$ cat config.mk
export PLATFORM = sky130hd
export DESIGN_NAME = fetch_unit_flat
export DESIGN_NICKNAME = d
export VERILOG_FILES = /design/src/rtl/fetch_unit_pkg.sv /design/src/rtl/fetch_unit_if.sv /design/src/rtl/fetch_unit_instr_length.sv /design/src/rtl/fetch_unit.sv /design/src/flat_wrapper.sv
export SDC_FILE = /design/constraint.sdc
export NUM_CORES = 1
export LEC_CHECK = 0
export ABC_AREA = 1
export BUFFER_PORTS_ARGS = -buffer_cell sky130_fd_sc_hd__buf_2
export CAP_MARGIN = 40
export CORE_ASPECT_RATIO = 1.2
export CORE_MARGIN = 2
export CORE_UTILIZATION = 30
export CTS_CLUSTER_DIAMETER = 50
export CTS_CLUSTER_SIZE = 25
export DETAILED_ROUTE_END_ITERATION = 10
export PLACE_DENSITY_LB_ADDON = 0.15
export SETUP_SLACK_MARGIN = 0.15
export SKIP_CTS_REPAIR_TIMING = 1
export SYNTH_ARGS = -nofsm -noshare
export SYNTH_HDL_FRONTEND = slang
export SYNTH_SLANG_ARGS = --single-unit
$ cat constraint.sdc
create_clock -name clk -period 3.1 [get_ports clk]
set_input_delay 0.465 -clock clk [delete_from_list [all_inputs] [get_ports clk]]
set_output_delay 0.465 -clock clk [all_outputs]
set_load 0.05 [all_outputs]
$ cat src/rtl/fetch_unit_pkg.sv
`default_nettype none
// ============================================================================
//  Module      : fetch_unit_pkg
//  Description : Shared widths, reset vector, fetch state encodings and the
//                6502 opcode-field constants used to size instructions.
//  Revision    : 1.0  initial release
// ============================================================================
package fetch_unit_pkg;

  localparam int REG_WIDTH  = 8;
  localparam int ADDR_WIDTH = 16;
  localparam logic [ADDR_WIDTH-1:0] RESET_VECTOR = 16'hFFFC;

  // Every fetched byte takes a REQ cycle (strobe out) and a CAP cycle (data in)
  typedef enum logic [3:0] {
    FS_VEC_LO_REQ = 4'd0,
    FS_VEC_LO_CAP = 4'd1,
    FS_VEC_HI_REQ = 4'd2,
    FS_VEC_HI_CAP = 4'd3,
    FS_OP_REQ     = 4'd4,
    FS_OP_CAP     = 4'd5,
    FS_B1_REQ     = 4'd6,
    FS_B1_CAP     = 4'd7,
    FS_B2_REQ     = 4'd8,
    FS_B2_CAP     = 4'd9,
    FS_HOLD       = 4'd10
  } fetch_state_t;

  // Opcode layout is aaabbbcc; cc selects the group, bbb the addressing mode
  localparam logic [1:0] AM3_CC_00 = 2'b00;
  localparam logic [1:0] AM3_CC_01 = 2'b01;
  localparam logic [1:0] AM3_CC_10 = 2'b10;
  localparam logic [1:0] AM3_CC_11 = 2'b11;

  localparam logic [2:0] AM3_BBB_000 = 3'b000;
  localparam logic [2:0] AM3_BBB_001 = 3'b001;
  localparam logic [2:0] AM3_BBB_010 = 3'b010;
  localparam logic [2:0] AM3_BBB_011 = 3'b011;
  localparam logic [2:0] AM3_BBB_100 = 3'b100;
  localparam logic [2:0] AM3_BBB_101 = 3'b101;
  localparam logic [2:0] AM3_BBB_110 = 3'b110;
  localparam logic [2:0] AM3_BBB_111 = 3'b111;

  localparam logic [REG_WIDTH-1:0] OPC_JSR = 8'h20;

  // Instruction length in bytes (1..3) derived purely from the opcode
  function automatic logic [1:0] opcode_len(input logic [REG_WIDTH-1:0] opc);
    logic [2:0] aaa;
    logic [2:0] bbb;
    logic [1:0] cc;
    aaa = opc[7:5];
    bbb = opc[4:2];
    cc  = opc[1:0];
    opcode_len = 2'd2;
    case (cc)
      AM3_CC_01: begin
        if (bbb == AM3_BBB_011 || bbb == AM3_BBB_110 || bbb == AM3_BBB_111)
          opcode_len = 2'd3;
      end
      AM3_CC_10: begin
        if (bbb == AM3_BBB_010 || bbb == AM3_BBB_110)
          opcode_len = 2'd1;
        else if (bbb == AM3_BBB_011 || bbb == AM3_BBB_111)
          opcode_len = 2'd3;
      end
      AM3_CC_00: begin
        case (bbb)
          AM3_BBB_000: begin
            if (opc == OPC_JSR)          opcode_len = 2'd3;
            else if (aaa >= 3'b101)      opcode_len = 2'd2;
            else                         opcode_len = 2'd1;
          end
          AM3_BBB_010, AM3_BBB_110:      opcode_len = 2'd1;
          AM3_BBB_011, AM3_BBB_111:      opcode_len = 2'd3;
          AM3_BBB_001, AM3_BBB_100,
          AM3_BBB_101:                   opcode_len = 2'd2;
          default:                       opcode_len = 2'd2;
        endcase
      end
      default: opcode_len = 2'd1;
    endcase
  endfunction

endpackage
`default_nettype wire

$ cat src/rtl/fetch_unit_if.sv
`default_nettype none
// ============================================================================
//  Module      : fetch_unit_if
//  Description : Memory read port, redirect request and decoder bundle
//                handshake of the instruction fetch unit.
//  Revision    : 1.0  initial release
// ============================================================================
interface fetch_unit_if;
  import fetch_unit_pkg::*;

  logic [REG_WIDTH-1:0]  mem_data;
  logic [ADDR_WIDTH-1:0] mem_addr;
  logic                  mem_rd;
  logic                  jmp_valid;
  logic [ADDR_WIDTH-1:0] jmp_addr;
  logic                  instr_valid;
  logic                  instr_ack;
  logic [REG_WIDTH-1:0]  instr_opcode;
  logic [REG_WIDTH-1:0]  instr_op1;
  logic [REG_WIDTH-1:0]  instr_op2;
  logic [1:0]            instr_len;
  logic [ADDR_WIDTH-1:0] instr_pc;
  logic                  instr_illegal;

  // Fetch unit side
  modport master (
    input  mem_data, jmp_valid, jmp_addr, instr_ack,
    output mem_addr, mem_rd, instr_valid, instr_opcode, instr_op1,
           instr_op2, instr_len, instr_pc, instr_illegal
  );

  // Memory / decoder / redirect side
  modport slave (
    output mem_data, jmp_valid, jmp_addr, instr_ack,
    input  mem_addr, mem_rd, instr_valid, instr_opcode, instr_op1,
           instr_op2, instr_len, instr_pc, instr_illegal
  );

endinterface
`default_nettype wire

$ cat src/rtl/fetch_unit_instr_length.sv
`default_nettype none
// ============================================================================
//  Module      : fetch_unit_instr_length
//  Description : Combinational opcode sizer: byte count and unsupported-group
//                flag for a 6502 opcode.
//  Revision    : 1.0  initial release
// ============================================================================
module fetch_unit_instr_length
  import fetch_unit_pkg::*;
(
  input  logic [REG_WIDTH-1:0] opcode,
  output logic [1:0]           len,
  output logic                 illegal
);

  // cc=11 opcodes are not part of the supported set and are sized as 1 byte
  always_comb begin
    len     = opcode_len(opcode);
    illegal = (opcode[1:0] == AM3_CC_11);
  end

endmodule
`default_nettype wire

$ cat src/rtl/fetch_unit.sv
`default_nettype none
// ============================================================================
//  Module      : fetch_unit
//  Description : Instruction fetch front end. Loads PC from the reset vector,
//                reads opcode + operand bytes and hands one complete
//                instruction bundle to the decoder per handshake. Redirects
//                on jump requests.
//  Revision    : 1.0  initial release
// ============================================================================
module fetch_unit
  import fetch_unit_pkg::*;
#(
  parameter logic [ADDR_WIDTH-1:0] VECTOR_ADDR = RESET_VECTOR
)
(
  input  logic          clk,
  input  logic          reset_n,
  fetch_unit_if.master  bus
);

  localparam logic [ADDR_WIDTH-1:0] PC_STEP = ADDR_WIDTH'(1);

  fetch_state_t          state;
  fetch_state_t          next_state;
  logic [ADDR_WIDTH-1:0] pc;
  logic [ADDR_WIDTH-1:0] next_pc;
  logic [REG_WIDTH-1:0]  vec_lo;
  logic                  mem_rd_d;
  logic [ADDR_WIDTH-1:0] mem_addr_d;
  logic [1:0]            dec_len;
  logic                  dec_illegal;

  // Sizes the byte currently on the read bus; only consumed in OP_CAP
  fetch_unit_instr_length u_len (
    .opcode  (bus.mem_data),
    .len     (dec_len),
    .illegal (dec_illegal)
  );

  // Next state and next PC; a redirect overrides everything
  always_comb begin
    next_state = state;
    next_pc    = pc;
    if (bus.jmp_valid) begin
      next_state = FS_OP_REQ;
      next_pc    = bus.jmp_addr;
    end else begin
      case (state)
        // A REQ state moves on only once its strobe is actually on the bus;
        // that is false solely for the first cycle out of reset.
        FS_VEC_LO_REQ: if (bus.mem_rd) next_state = FS_VEC_LO_CAP;
        FS_VEC_LO_CAP: next_state = FS_VEC_HI_REQ;
        FS_VEC_HI_REQ: if (bus.mem_rd) next_state = FS_VEC_HI_CAP;
        FS_VEC_HI_CAP: begin
          next_state = FS_OP_REQ;
          next_pc    = {bus.mem_data, vec_lo};
        end
        FS_OP_REQ:     if (bus.mem_rd) next_state = FS_OP_CAP;
        FS_OP_CAP: begin
          next_pc    = pc + PC_STEP;
          next_state = (dec_len == 2'd1) ? FS_HOLD : FS_B1_REQ;
        end
        FS_B1_REQ:     if (bus.mem_rd) next_state = FS_B1_CAP;
        FS_B1_CAP: begin
          next_pc    = pc + PC_STEP;
          next_state = (bus.instr_len == 2'd3) ? FS_B2_REQ : FS_HOLD;
        end
        FS_B2_REQ:     if (bus.mem_rd) next_state = FS_B2_CAP;
        FS_B2_CAP: begin
          next_pc    = pc + PC_STEP;
          next_state = FS_HOLD;
        end
        FS_HOLD:       if (bus.instr_ack) next_state = FS_OP_REQ;
        default:       next_state = FS_VEC_LO_REQ;
      endcase
    end
  end

  // Read strobe/address to present while in the upcoming state
  always_comb begin
    mem_rd_d   = 1'b0;
    mem_addr_d = bus.mem_addr;
    case (next_state)
      FS_VEC_LO_REQ: begin
        mem_rd_d   = 1'b1;
        mem_addr_d = VECTOR_ADDR;
      end
      FS_VEC_HI_REQ: begin
        mem_rd_d   = 1'b1;
        mem_addr_d = VECTOR_ADDR + PC_STEP;
      end
      FS_OP_REQ, FS_B1_REQ, FS_B2_REQ: begin
        mem_rd_d   = 1'b1;
        mem_addr_d = next_pc;
      end
      default: ;
    endcase
  end

  // State, PC, registered bus outputs and the captured instruction bundle
  always_ff @(posedge clk or negedge reset_n) begin
    if (!reset_n) begin
      state             <= FS_VEC_LO_REQ;
      pc                <= '0;
      vec_lo            <= '0;
      bus.mem_rd        <= 1'b0;
      bus.mem_addr      <= '0;
      bus.instr_valid   <= 1'b0;
      bus.instr_opcode  <= '0;
      bus.instr_op1     <= '0;
      bus.instr_op2     <= '0;
      bus.instr_len     <= '0;
      bus.instr_pc      <= '0;
      bus.instr_illegal <= 1'b0;
    end else begin
      state           <= next_state;
      pc              <= next_pc;
      bus.mem_rd      <= mem_rd_d;
      bus.mem_addr    <= mem_addr_d;
      bus.instr_valid <= (next_state == FS_HOLD);
      // Data belonging to a read issued before a redirect is never captured
      if (!bus.jmp_valid) begin
        case (state)
          FS_VEC_LO_CAP: vec_lo <= bus.mem_data;
          FS_OP_CAP: begin
            bus.instr_opcode  <= bus.mem_data;
            bus.instr_pc      <= pc;
            bus.instr_len     <= dec_len;
            bus.instr_illegal <= dec_illegal;
            bus.instr_op1     <= '0;
            bus.instr_op2     <= '0;
          end
          FS_B1_CAP: bus.instr_op1 <= bus.mem_data;
          FS_B2_CAP: bus.instr_op2 <= bus.mem_data;
          default: ;
        endcase
      end
    end
  end

endmodule
`default_nettype wire

$ cat src/flat_wrapper.sv
// flat-port wrapper written by rule: the top's interface ports become plain ports
module fetch_unit_flat import fetch_unit_pkg::*;
#(
  parameter logic [ADDR_WIDTH-1:0] VECTOR_ADDR = RESET_VECTOR
)
  (clk, reset_n, bus_mem_data, bus_jmp_valid, bus_jmp_addr, bus_instr_ack, bus_mem_addr, bus_mem_rd, bus_instr_valid, bus_instr_opcode, bus_instr_op1, bus_instr_op2, bus_instr_len, bus_instr_pc, bus_instr_illegal);
  fetch_unit_if bus_i ();
  input  logic clk;
  input  logic reset_n;
  input wire logic [$bits(bus_i.mem_data)-1:0] bus_mem_data;
  input wire logic [$bits(bus_i.jmp_valid)-1:0] bus_jmp_valid;
  input wire logic [$bits(bus_i.jmp_addr)-1:0] bus_jmp_addr;
  input wire logic [$bits(bus_i.instr_ack)-1:0] bus_instr_ack;
  output wire logic [$bits(bus_i.mem_addr)-1:0] bus_mem_addr;
  output wire logic [$bits(bus_i.mem_rd)-1:0] bus_mem_rd;
  output wire logic [$bits(bus_i.instr_valid)-1:0] bus_instr_valid;
  output wire logic [$bits(bus_i.instr_opcode)-1:0] bus_instr_opcode;
  output wire logic [$bits(bus_i.instr_op1)-1:0] bus_instr_op1;
  output wire logic [$bits(bus_i.instr_op2)-1:0] bus_instr_op2;
  output wire logic [$bits(bus_i.instr_len)-1:0] bus_instr_len;
  output wire logic [$bits(bus_i.instr_pc)-1:0] bus_instr_pc;
  output wire logic [$bits(bus_i.instr_illegal)-1:0] bus_instr_illegal;
  assign bus_i.mem_data = bus_mem_data;
  assign bus_i.jmp_valid = bus_jmp_valid;
  assign bus_i.jmp_addr = bus_jmp_addr;
  assign bus_i.instr_ack = bus_instr_ack;
  assign bus_mem_addr = bus_i.mem_addr;
  assign bus_mem_rd = bus_i.mem_rd;
  assign bus_instr_valid = bus_i.instr_valid;
  assign bus_instr_opcode = bus_i.instr_opcode;
  assign bus_instr_op1 = bus_i.instr_op1;
  assign bus_instr_op2 = bus_i.instr_op2;
  assign bus_instr_len = bus_i.instr_len;
  assign bus_instr_pc = bus_i.instr_pc;
  assign bus_instr_illegal = bus_i.instr_illegal;
  fetch_unit #(.VECTOR_ADDR(VECTOR_ADDR)) u_core (.clk(clk), .reset_n(reset_n), .bus(bus_i));
endmodule
==> summary.md <==
| Metric | Value |
|---|---|
| Top layer in use | met4 |
| First-pass GRT wire length | 21000 um |
| GRT Resource Usage Total | 16.3% |
| Slew Limit Fails | 0 |
| Leak Pwr | 3.01 nW |
| Number of port buffers | 88 |
| Synth top area share | 48.0% |
| WL met3 | 447 um |
| GRT overflow | 0 |
| VDD IR max | 0.000468 V |
| Synth unique cells | 33 |
| Least-Margin Pin Slew | 0.660 ns |
| Vias in the first global route | 3917 |
| Max H-tree Level | 3 |
| Final WL | 12900 um |
| Num ports | 89 |
| Clock tree root driver cell | clkbuf_16 |
| Post-Syn Area | 4640 um2 |
| CP Capture Type | flop |
| Hold Violations, Final | 0 |
| Core box area | 15100 um2 |
| Drt initial violations | 296 |
| TritonCTS clock tree | built |
| Met2 wire len | 5790 um |
| Num rows | 49 |
| Clock buffer depth | 2 |
| Detail Route Antenna Nets | 0 |
| Avg Inst Size Synth | 7.92 um2 |
| Syn nets | 615 |
| Critical path fanouts, max | 17 |
| Yosys reg bits | 89 |
| Flop-to-flop setup slack | 0.73 ns |
| Clk Latency, worst-skew pair | 0.35 ns |
| M1 WL | 6420 um |
| Setup violators final | 0 |
| Post-synth EDFFs | 0 |
| Worst-path clk slew | 0.07 ns |
| Cells after Synth | 586 |
| Synth cell count leaders | 148 x nand2_1, 89 x dfrtp_1, 82 x inv_1 |
| Fraction of registers with async set/reset | 100% |
| Cell with the most instances after synthesis | nand2_1 |
| Critical path required time | 3.39 ns |
| Mux cell area share after synthesis | 0% |
| Setup WS pre-CTS | 0.729 ns |
| Dominant cells by area after synthesis | dfrtp_1 48%, nand2_1 12%, nand3_1 7.2% |
| Setup TNS | 0 ns |
| Via/cell ratio | 4.56 |
| Die area | 16500 um2 |
| Max_cap viols | 0 |
| Compound-gate portion of the synthesized area | 12.1% |
| WS Path Type | reg -> reg |
| Power per cell area | 1100 nW/um2 |
| Post-synthesis xor/xnor area fraction | 0% |
| Sink Count | 89 |
| Final Skew | 0.00989 ns |
| Synth Area in Adders | 0.270% |
| Crit path DAT | 2.66 ns |
| Final worst path period need | 2.37 ns |
| Drt drc | 0 |
| Initial antenna violation count | 0 |
| Vias | 3993 |
| Simple-gate area share of the yosys netlist | 29.3% |
| Relative slew slack | 56.0% |
| RSZ-0062 raised after global routing | false |
| Non-Filler Instances | 876 |
| ANT cells | 0 |
| Reg2reg start | u_core.state[1] |
| Die Y | 140 um |
| Initial Util | 30.8% |
| Routability cong. | 0.875 |
| Main synth FF type | dfrtp_1 |
| Post-synth top area cell | dfrtp_1 |
| Pin count of the biggest net entering global routing | 90 |
| Min-Delay Path Class | in -> async |
| R2R cell count | 14 |
| Worst setup margin | 0.726 ns |
| Sequential share of the synthesized area | 48.0% |
| Worst Setup Start Kind | flop |
| Number of iterations in the first detailed-routing pass | 5 |
| Placed Area | 5260 um2 |
| Synth Warn # | 0 |
| Main combinational cell family by area after synthesis | simple AND/OR/NAND/NOR gates |
| Fillcell total | 1623 |
| Final worst-path cycle share | 76.6% |
| Final Instance Area | 5570 um2 |
| Die X | 118 um |
| Share of layout cells above drive strength 1 | 23.5% |
| Achievable Freq | 0.421 GHz |
| Status | finished, final reports clean |
| Wire per inst | 14.7 um |
| Final Power | 6.15 mW |
| Area Overhead vs Synth | 20.1% |
| Final #Nets | 696 |
| Post-Place Cells | 860 |
| Inserted Clock Buffers | 9 |
| FF-to-FF End | u_core.bus.mem_addr[15] |
| DPL Wire Length | 9550 um |
-- layout make-up --
cell class,count,area (um2),area share [%]
Timing Repair Buffer,92,498,8.94
Clock buffer,10,239,4.29
Inverter,92,347,6.22
Sequential cell,89,2230,40.0
Multi-Input combinational cell,383,1930,34.7
Tap cell,204,255,4.58
Clock inverter,6,71.3,1.28
-- report_power, final --
part | internal (mW) | switching, mW
combinational | 0.745 | 2.34
sequential | 1.61 | 0.320
clock | 0.655 | 0.480
total | 3.01 | 3.14
-- metrics by stage --
| step | hold WS [ns] | util, % |
|---|---|---|
| 4_1_cts | 0.170 | 36.9 |
| 3_5_place_dp | 0.470 | 34.9 |
| 6_report | 0.143 | 36.9 |
| 3_3_place_gp | 0.461 | 34.9 |
| 5_1_grt | 0.176 | 36.9 |
| 2_1_floorplan | 0.169 | - |
-- cells in the final DEF (no fill, tap or decap), types with 2 or more instances in the layout --
cell and n:
a21boi_1 5, a21oi_1 15, a21oi_2 2, a22oi_1 7
a31oi_1 3, buf_12 2, buf_2 87, buf_4 3
clkbuf_16 9, clkinvlp_4 2, dfrtp_1 89, inv_1 82
inv_2 9, inv_6 3, nand2_1 148, nand2_2 16
nand2_4 5, nand3_1 67, nand3_2 2, nand4_1 7
nor2_1 24, nor2_2 3, nor2_4 4, nor2_8 2
nor3_1 4, o21ai_0 59, o21ai_2 2, o21ai_4 2
-- worst max path at each step --
stage                                       start                       to  slack, ns  depth (start not counted)
final                             u_core.state[1]  u_core.bus.mem_addr[15]       0.73                         14
after detailed placement          u_core.state[1]  u_core.bus.mem_addr[15]       0.73                         14
after global placement            u_core.state[1]  u_core.bus.mem_addr[15]       0.79                         14
after global routing              u_core.state[1]  u_core.bus.mem_addr[15]       0.48                         14
after floorplan           u_core.bus.instr_len[0]   u_core.bus.mem_addr[0]       1.27                         10
after CTS                         u_core.state[1]  u_core.bus.mem_addr[15]       0.70                         14
-- logic make-up after synthesis --
kind of cell	count (synthesis)
DFF	89
AOI/OAI and AO/OA	97
and+or+nand+nor	285
buffers and inverters	114
adders and majority gates	1
-- state kept, by name, indices dropped and copies added (netlist names) --
name                      count
u_core.bus.instr_op1          8
u_core.state                  4
u_core.bus.instr_illegal      1
u_core.bus.mem_addr          16
u_core.vec_lo                 8
u_core.bus.instr_pc          16
u_core.bus.instr_valid        1
u_core.bus.instr_op2          8
u_core.bus.mem_rd             1
u_core.pc                    16
u_core.bus.instr_opcode       8
u_core.bus.instr_len          2
-- critical path, stage by stage (launching register included) --
cell	delay (ns)
dfrtp_1	0.59
inv_1	0.15
nand2_2	0.10
inv_2	0.06
nand2_4	0.07
nand2_4	0.15
nor2_8	0.29
clkinv_2	0.26
o21ai_0	0.19
inv_1	0.10
nand2_1	0.08
a21boi_1	0.10
nand2_2	0.08
nand2_1	0.04
inv_1	0.04
-- layer usage --
| layer | up-vias | global-route usage (%) |
|---|---|---|
| met4 | 0 | 7.23 |
| met5 | - | 0 |
| li1 | 2034 | - |
| met2 | 92 | 24.7 |
| met1 | 1854 | 23.0 |
| met3 | 13 | 2.61 |
(Power assumes the default switching activity.)
